--- src/rtl/lfsr_dispatch_ctrl_if.sv ---
// Bundle between the dispatch controller, the command front end, the shared
// plaintext LFSR and the DES core array.
interface lfsr_dispatch_ctrl_if #(
    parameter int NUM_REQ = 4,
    parameter int CNT_W   = 32
);
    // cmd_start/cmd_abort are single-cycle pulses; lfsr_valid qualifies
    // lfsr_word every cycle with no backpressure; req is a level per core and
    // gnt is a one-cycle one-hot pulse that qualifies gnt_data (0 otherwise).
    logic               cmd_start;
    logic               cmd_abort;
    logic [63:0]        cmd_seed;
    logic               busy;
    logic               done;
    logic [CNT_W-1:0]   issued;
    logic               lfsr_rst_n;
    logic               lfsr_start;
    logic [63:0]        lfsr_seed;
    logic [63:0]        lfsr_word;
    logic               lfsr_valid;
    logic [NUM_REQ-1:0] req;
    logic [NUM_REQ-1:0] gnt;
    logic [63:0]        gnt_data;
    logic [2:0]         dbg_state;

    modport master (
        input  cmd_start, cmd_abort, cmd_seed, lfsr_word, lfsr_valid, req,
        output busy, done, issued, lfsr_rst_n, lfsr_start, lfsr_seed,
               gnt, gnt_data, dbg_state
    );

    modport slave (
        output cmd_start, cmd_abort, cmd_seed, lfsr_word, lfsr_valid, req,
        input  busy, done, issued, lfsr_rst_n, lfsr_start, lfsr_seed,
               gnt, gnt_data, dbg_state
    );
endinterface

--- src/rtl/lfsr_dispatch_ctrl.sv ---
// Seeds and kicks one shared plaintext LFSR, then hands its words out
// round-robin to requesting DES cores until NUM_WORDS have been delivered.
module lfsr_dispatch_ctrl #(
    parameter int          NUM_REQ   = 4,
    parameter int unsigned NUM_WORDS = 1024,
    parameter int          CNT_W     = 32
) (
    input  logic                 clk,
    input  logic                 rst,
    lfsr_dispatch_ctrl_if.master bus
);
    localparam int PTR_W = $clog2(NUM_REQ);
    localparam logic [PTR_W:0]   NREQ_L = (PTR_W+1)'(NUM_REQ);
    localparam logic [PTR_W-1:0] LAST_IDX = PTR_W'(NUM_REQ - 1);
    localparam logic [CNT_W-1:0] LAST_WORD = CNT_W'(NUM_WORDS);

    typedef enum logic [2:0] {
        S_IDLE = 3'd0,
        S_LOAD = 3'd1,
        S_KICK = 3'd2,
        S_WAIT = 3'd3,
        S_RUN  = 3'd4,
        S_DONE = 3'd5
    } state_t;

    state_t             state, state_nxt;
    logic [63:0]        seed_q, seed_nxt;
    logic [CNT_W-1:0]   issued_q, issued_nxt, issued_inc;
    logic [PTR_W-1:0]   rr_ptr, ptr_nxt;
    logic [NUM_REQ-1:0] gnt_q, gnt_nxt;
    logic [63:0]        gnt_data_q, gnt_data_nxt;
    logic               busy_c;
    logic               pick_found;
    logic [PTR_W-1:0]   pick_idx;
    logic [PTR_W:0]     cand;

    // Search starts at rr_ptr and wraps, so the core after the last winner
    // has first claim on the next word.
    always_comb begin
        pick_found = 1'b0;
        pick_idx   = '0;
        cand       = '0;
        for (int k = 0; k < NUM_REQ; k++) begin
            cand = {1'b0, rr_ptr} + (PTR_W+1)'(k);
            if (cand >= NREQ_L) begin
                cand = cand - NREQ_L;
            end
            if (!pick_found && bus.req[cand[PTR_W-1:0]]) begin
                pick_found = 1'b1;
                pick_idx   = cand[PTR_W-1:0];
            end
        end
    end

    assign busy_c     = (state == S_LOAD) || (state == S_KICK) ||
                        (state == S_WAIT) || (state == S_RUN);
    assign issued_inc = issued_q + CNT_W'(1);

    always_ff @(posedge clk) begin
        if (rst) begin
            state      <= S_IDLE;
            seed_q     <= '0;
            issued_q   <= '0;
            rr_ptr     <= '0;
            gnt_q      <= '0;
            gnt_data_q <= '0;
        end else begin
            state      <= state_nxt;
            seed_q     <= seed_nxt;
            issued_q   <= issued_nxt;
            rr_ptr     <= ptr_nxt;
            gnt_q      <= gnt_nxt;
            gnt_data_q <= gnt_data_nxt;
        end
    end

    always_comb begin
        state_nxt    = state;
        seed_nxt     = seed_q;
        issued_nxt   = issued_q;
        ptr_nxt      = rr_ptr;
        gnt_nxt      = '0;
        gnt_data_nxt = '0;
        // Abort beats everything while busy; a grant decided in the abort
        // cycle is dropped, the one registered on the previous edge stays.
        if (busy_c && bus.cmd_abort) begin
            state_nxt = S_IDLE;
        end else begin
            case (state)
                S_IDLE, S_DONE: begin
                    if (bus.cmd_start) begin
                        seed_nxt   = bus.cmd_seed;
                        issued_nxt = '0;
                        state_nxt  = S_LOAD;
                    end
                end
                S_LOAD: state_nxt = S_KICK;
                S_KICK: state_nxt = S_WAIT;
                S_WAIT: begin
                    if (bus.lfsr_valid) begin
                        state_nxt = S_RUN;
                    end
                end
                S_RUN: begin
                    // The LFSR never stalls: with no requester the word is lost.
                    if (bus.lfsr_valid && pick_found) begin
                        gnt_nxt      = NUM_REQ'(1) << pick_idx;
                        gnt_data_nxt = bus.lfsr_word;
                        issued_nxt   = issued_inc;
                        ptr_nxt      = (pick_idx == LAST_IDX) ? '0 : pick_idx + PTR_W'(1);
                        if (issued_inc == LAST_WORD) begin
                            state_nxt = S_DONE;
                        end
                    end
                end
                default: state_nxt = S_IDLE;
            endcase
        end
    end

    assign bus.busy       = busy_c;
    assign bus.done       = (state == S_DONE);
    assign bus.issued     = issued_q;
    assign bus.lfsr_rst_n = busy_c;
    assign bus.lfsr_start = (state == S_KICK);
    assign bus.lfsr_seed  = seed_q;
    assign bus.gnt        = gnt_q;
    assign bus.gnt_data   = gnt_data_q;
    assign bus.dbg_state  = state;
endmodule

--- src/flat_wrapper.sv ---
// flat-port wrapper written by rule: the top's interface ports become plain ports
module lfsr_dispatch_ctrl_flat 
#(
    parameter int          NUM_REQ   = 4,
    parameter int unsigned NUM_WORDS = 1024,
    parameter int          CNT_W     = 32
)
  (clk, rst, bus_cmd_start, bus_cmd_abort, bus_cmd_seed, bus_lfsr_word, bus_lfsr_valid, bus_req, bus_busy, bus_done, bus_issued, bus_lfsr_rst_n, bus_lfsr_start, bus_lfsr_seed, bus_gnt, bus_gnt_data, bus_dbg_state);
  lfsr_dispatch_ctrl_if #(.NUM_REQ(NUM_REQ), .CNT_W(CNT_W)) bus_i ();
  input  logic clk;
  input  logic rst;
  input wire logic [$bits(bus_i.cmd_start)-1:0] bus_cmd_start;
  input wire logic [$bits(bus_i.cmd_abort)-1:0] bus_cmd_abort;
  input wire logic [$bits(bus_i.cmd_seed)-1:0] bus_cmd_seed;
  input wire logic [$bits(bus_i.lfsr_word)-1:0] bus_lfsr_word;
  input wire logic [$bits(bus_i.lfsr_valid)-1:0] bus_lfsr_valid;
  input wire logic [$bits(bus_i.req)-1:0] bus_req;
  output wire logic [$bits(bus_i.busy)-1:0] bus_busy;
  output wire logic [$bits(bus_i.done)-1:0] bus_done;
  output wire logic [$bits(bus_i.issued)-1:0] bus_issued;
  output wire logic [$bits(bus_i.lfsr_rst_n)-1:0] bus_lfsr_rst_n;
  output wire logic [$bits(bus_i.lfsr_start)-1:0] bus_lfsr_start;
  output wire logic [$bits(bus_i.lfsr_seed)-1:0] bus_lfsr_seed;
  output wire logic [$bits(bus_i.gnt)-1:0] bus_gnt;
  output wire logic [$bits(bus_i.gnt_data)-1:0] bus_gnt_data;
  output wire logic [$bits(bus_i.dbg_state)-1:0] bus_dbg_state;
  assign bus_i.cmd_start = bus_cmd_start;
  assign bus_i.cmd_abort = bus_cmd_abort;
  assign bus_i.cmd_seed = bus_cmd_seed;
  assign bus_i.lfsr_word = bus_lfsr_word;
  assign bus_i.lfsr_valid = bus_lfsr_valid;
  assign bus_i.req = bus_req;
  assign bus_busy = bus_i.busy;
  assign bus_done = bus_i.done;
  assign bus_issued = bus_i.issued;
  assign bus_lfsr_rst_n = bus_i.lfsr_rst_n;
  assign bus_lfsr_start = bus_i.lfsr_start;
  assign bus_lfsr_seed = bus_i.lfsr_seed;
  assign bus_gnt = bus_i.gnt;
  assign bus_gnt_data = bus_i.gnt_data;
  assign bus_dbg_state = bus_i.dbg_state;
  lfsr_dispatch_ctrl #(.NUM_REQ(NUM_REQ), .NUM_WORDS(NUM_WORDS), .CNT_W(CNT_W)) u_core (.clk(clk), .rst(rst), .bus(bus_i));
endmodule
--- config.mk ---
export PLATFORM = sky130hd
export DESIGN_NAME = lfsr_dispatch_ctrl_flat
export DESIGN_NICKNAME = d
export VERILOG_FILES = /design/src/rtl/lfsr_dispatch_ctrl_if.sv /design/src/rtl/lfsr_dispatch_ctrl.sv /design/src/flat_wrapper.sv
export SDC_FILE = /design/constraint.sdc
export NUM_CORES = 1
export LEC_CHECK = 0
export ABC_AREA = 1
export CORE_MARGIN = 2
export CORE_UTILIZATION = 35
export CTS_BUF_LIST = sky130_fd_sc_hd__clkbuf_16
export DETAILED_ROUTE_END_ITERATION = 12
export PLACE_DENSITY = 0.69
export SKIP_CTS_REPAIR_TIMING = 1
export SLEW_MARGIN = 20
export SYNTH_ARGS = -nofsm -noshare
export SYNTH_HDL_FRONTEND = slang
export SYNTH_SLANG_ARGS = --single-unit
--- constraint.sdc ---
create_clock -name clk -period 2.8 [get_ports clk]
set_input_delay 0.7 -clock clk [delete_from_list [all_inputs] [get_ports clk]]
set_output_delay 0.7 -clock clk [all_outputs]
set_load 0.02 [all_outputs]
==> results_dict.tcl <==
set metrics [dict create \
    outcome "finished, final reports clean" \
    fin_skew_ns 0.0152 \
    crit_path_end_kind "output pin" \
    post_synth_num_cell_types 34 \
    grt_pass1_vias 6515 \
    root_buffer "sky130_fd_sc_hd__clkbuf_16" \
    grt_setup_unrepaired "false" \
    drc_violation_count_after_routing 0 \
    antenna_violating_nets_post_route 0 \
    core_region_area_mm2 0.0195 \
    startpoint_type "flip-flop" \
    die_h_um 145 \
    initial_antenna_violation_count 1 \
    vdd_ir_drop_max_v 0.000505 \
    place.detailed.hpwl_um 16700 \
    post-synth-top-area-cell "sky130_fd_sc_hd__dfxtp_1" \
    ys_top_cells_by_count "sky130_fd_sc_hd__nor2_1, sky130_fd_sc_hd__dfxtp_1, sky130_fd_sc_hd__nand2_1" \
    post_drt_via_cell_ratio 4.50 \
    design.final.nets 1415 \
    fillerInstances 1829 \
    layout.core_utilization_pct 56.0 \
    cts_made_buffers 17 \
    maxClockFrequency_ghz 0.370 \
    reg2reg_to "u_core.rr_ptr[1]" \
    synth_flop_cell "sky130_fd_sc_hd__dfxtp_1" \
    setup.reg_to_reg.worst_slack_ns 0.54 \
    min-delay-start "u_core.bus.lfsr_seed[45]" \
    timing.hold.worst_path_depth 2 \
    die_area_mm2 0.0209 \
    yosys_register_bits 169 \
    cp_data_arrival_time_ns 2.00 \
    syn2layout_area_growth_pct 57.5 \
    syn_avg_cell_area_um2 7.09 \
    firstDrtPassIters 6 \
    globalplace.congestion 0.856 \
    clockBufferDepth 2 \
    worst_pin_slew_ns 0.571 \
    hold_viol 0 \
    num_vias 7002 \
    die_w_um 145 \
    port_buffers 307 \
    cp_cell_sequence "inv_1 -> nor3_1 -> clkdlybuf4s50_1" \
    timing.rr.start "u_core.rr_ptr[0]" \
    maximum_number_of_pins_on_one_net_before_global_route_repair 65 \
    initial_core_util_pct 35.6 \
    synth-async-reset-ratio_pct 0 \
    synth_cells 976 \
    power_leakage_uw 0.00451 \
    row_count 51 \
    timing.hold.worst.class "reg -> reg" \
    gr-usage-all-layers_pct 21.3 \
    yosys-top-cells-area "sky130_fd_sc_hd__dfxtp_1, sky130_fd_sc_hd__nor2_1, sky130_fd_sc_hd__nand2_1" \
    wire_length_of_the_first_global_routing_pass_um 34100 \
    min_to "u_core.bus.lfsr_seed[45]" \
    ws_path_type "reg -> out" \
    timing.slew.headroom_pct 61.9 \
    synth_largest_type_area_fraction_pct 48.9 \
    drv.max_cap_violation_count 0 \
    routed_wirelength_um 22100 \
    setup_viol 0 \
    powerDensity_mw_per_mm2 864 \
    slowest_delay_ns 0.76 \
    setup-tns-final_ns 0 \
    synth_edf_count 0 \
    timing.final.max_slew_violations 0 \
    insertion_delay_ns 0.44 \
    numClockSinks 169 \
    grt-ovfl-total 0 \
    r2r_cells 10 \
    synth_most_common_cell "sky130_fd_sc_hd__nor2_1" \
    wl_per_cell_um 14.2 \
    min_period_over_period_pct 96.5 \
    finalWorstPathRequiredPeriod_ns 2.70 \
    fraction_of_layout_instances_using_a_drive_strength_above_1_pct 5.36 \
    dr.first_iter.drc_count 353 \
    maximum_fanout_encountered_on_the_critical_timing_path 4 \
    worstPathRequired_ns 2.10 \
    count_of_pins_on_the_block_boundary 308 \
    synth_nets 1116 \
    ys_seq_area_share_pct 48.9 \
    tritoncts "built" \
    netlist_area_mm2 0.00692 \
    cts_htree_levels 4 \
    synth-warning-count 0 \
    cts.clk_slew.worst_paths_ns 0.07 \
    critPathSlowestCell "sky130_fd_sc_hd__clkdlybuf4s50_1" \
]
==> cell families after synthesis <==
logic type | after synthesis | share of synthesized area, %
XOR/XNOR | 4 | 0.615
AO/OA/AOI/OAI | 133 | 10.0
flip-flops | 169 | 48.9
AND/OR/NAND/NOR | 513 | 30.7
adder cells (fa/ha/maj) | 3 | 0.543
buffers and inverters | 154 | 9.28
==> how the worst max path moves through the flow <==
stage / endpoint / from
5_1_grt: bus_lfsr_start / u_core.bus.dbg_state[1]
2_1_floorplan: bus_lfsr_rst_n / u_core.bus.dbg_state[1]
3_5_place_dp: u_core.bus.issued[4] / bus_req[3]
3_3_place_gp: u_core.bus.issued[4] / bus_req[3]
4_1_cts: bus_busy / u_core.bus.dbg_state[1]
6_report: bus_lfsr_start / u_core.bus.dbg_state[1]
==> through the flow <==
step	instance area (µm²)	setup WS, ns	std cells	hold slack [ns]	total power [µW]
3_5_place_dp	10300	0.0864	1521	0.469	7030
4_1_cts	10900	-0.125	1553	0.486	9490
3_3_place_gp	10300	0.203	1521	0.460	6990
5_1_grt	10900	0.00379	1554	0.504	9980
2_1_floorplan	6920	0.412	976	0.514	5450
6_report	10900	0.0970	1555	0.478	9410
==> layout make-up <==
class	count	area [µm²]	area share, %
multi-input combinational	653	2890	26.6
inverter	114	430	3.95
clock inverter	15	199	1.83
antenna	2	5.00	0.0459
tap	265	332	3.04
clock buffer	17	425	3.90
sequential	169	3380	31.0
timing repair buffer	320	3230	29.6
==> critical path, delay by kind of cell, from the launching register on <==
family | cells | cell delay, ns
buffers and inverters | 2 | 0.88
DFF | 1 | 0.44
and+or+nand+nor | 1 | 0.26
==> routing by layer <==
metal	vias to the layer above	global-route usage, %	share of wire [%]	routed length [µm]
met3	38	7.55	8.0	1770
met5	-	0	0	0
met4	0	8.28	2.4	540
met1	3119	24.9	40	8950
li1	3626	-	-	-
met2	219	35.9	49	10900
==> cells in the final DEF, fill, tap and decap left out, types with 3 or more instances in the layout <==
cell and n:
sky130_fd_sc_hd__a21oi_1 37, sky130_fd_sc_hd__buf_12 4, sky130_fd_sc_hd__buf_4 9, sky130_fd_sc_hd__clkbuf_16 17, sky130_fd_sc_hd__clkdlybuf4s50_1 304, sky130_fd_sc_hd__clkinv_8 5
sky130_fd_sc_hd__dfxtp_1 169, sky130_fd_sc_hd__dlymetal6s2s_1 3, sky130_fd_sc_hd__ha_1 3, sky130_fd_sc_hd__inv_1 108, sky130_fd_sc_hd__inv_2 5, sky130_fd_sc_hd__inv_8 4
sky130_fd_sc_hd__nand2_1 169, sky130_fd_sc_hd__nand2_2 4, sky130_fd_sc_hd__nand3_1 47, sky130_fd_sc_hd__nand3b_1 12, sky130_fd_sc_hd__nor2_1 265, sky130_fd_sc_hd__nor2_2 5
sky130_fd_sc_hd__nor2_4 3, sky130_fd_sc_hd__o21ai_0 86, sky130_fd_sc_hd__o21ai_1 4
==> flip-flops by register name (all words and copies together), names as in the netlist <==
name                  count
u_core.bus.lfsr_seed     64
u_core.rr_ptr             2
u_core.bus.gnt_data      64
u_core.bus.gnt            4
u_core.bus.issued        32
u_core.bus.dbg_state      3
==> power by group <==
group	total, µW	internal (µW)	switching (µW)	leakage [µW]
logic	3790	1560	2230	0.00283
registers	3190	2850	337	0.00138
clock network	2430	1290	1140	0.000300
total	9410	5710	3710	0.00451
(Power assumes the default switching activity.)
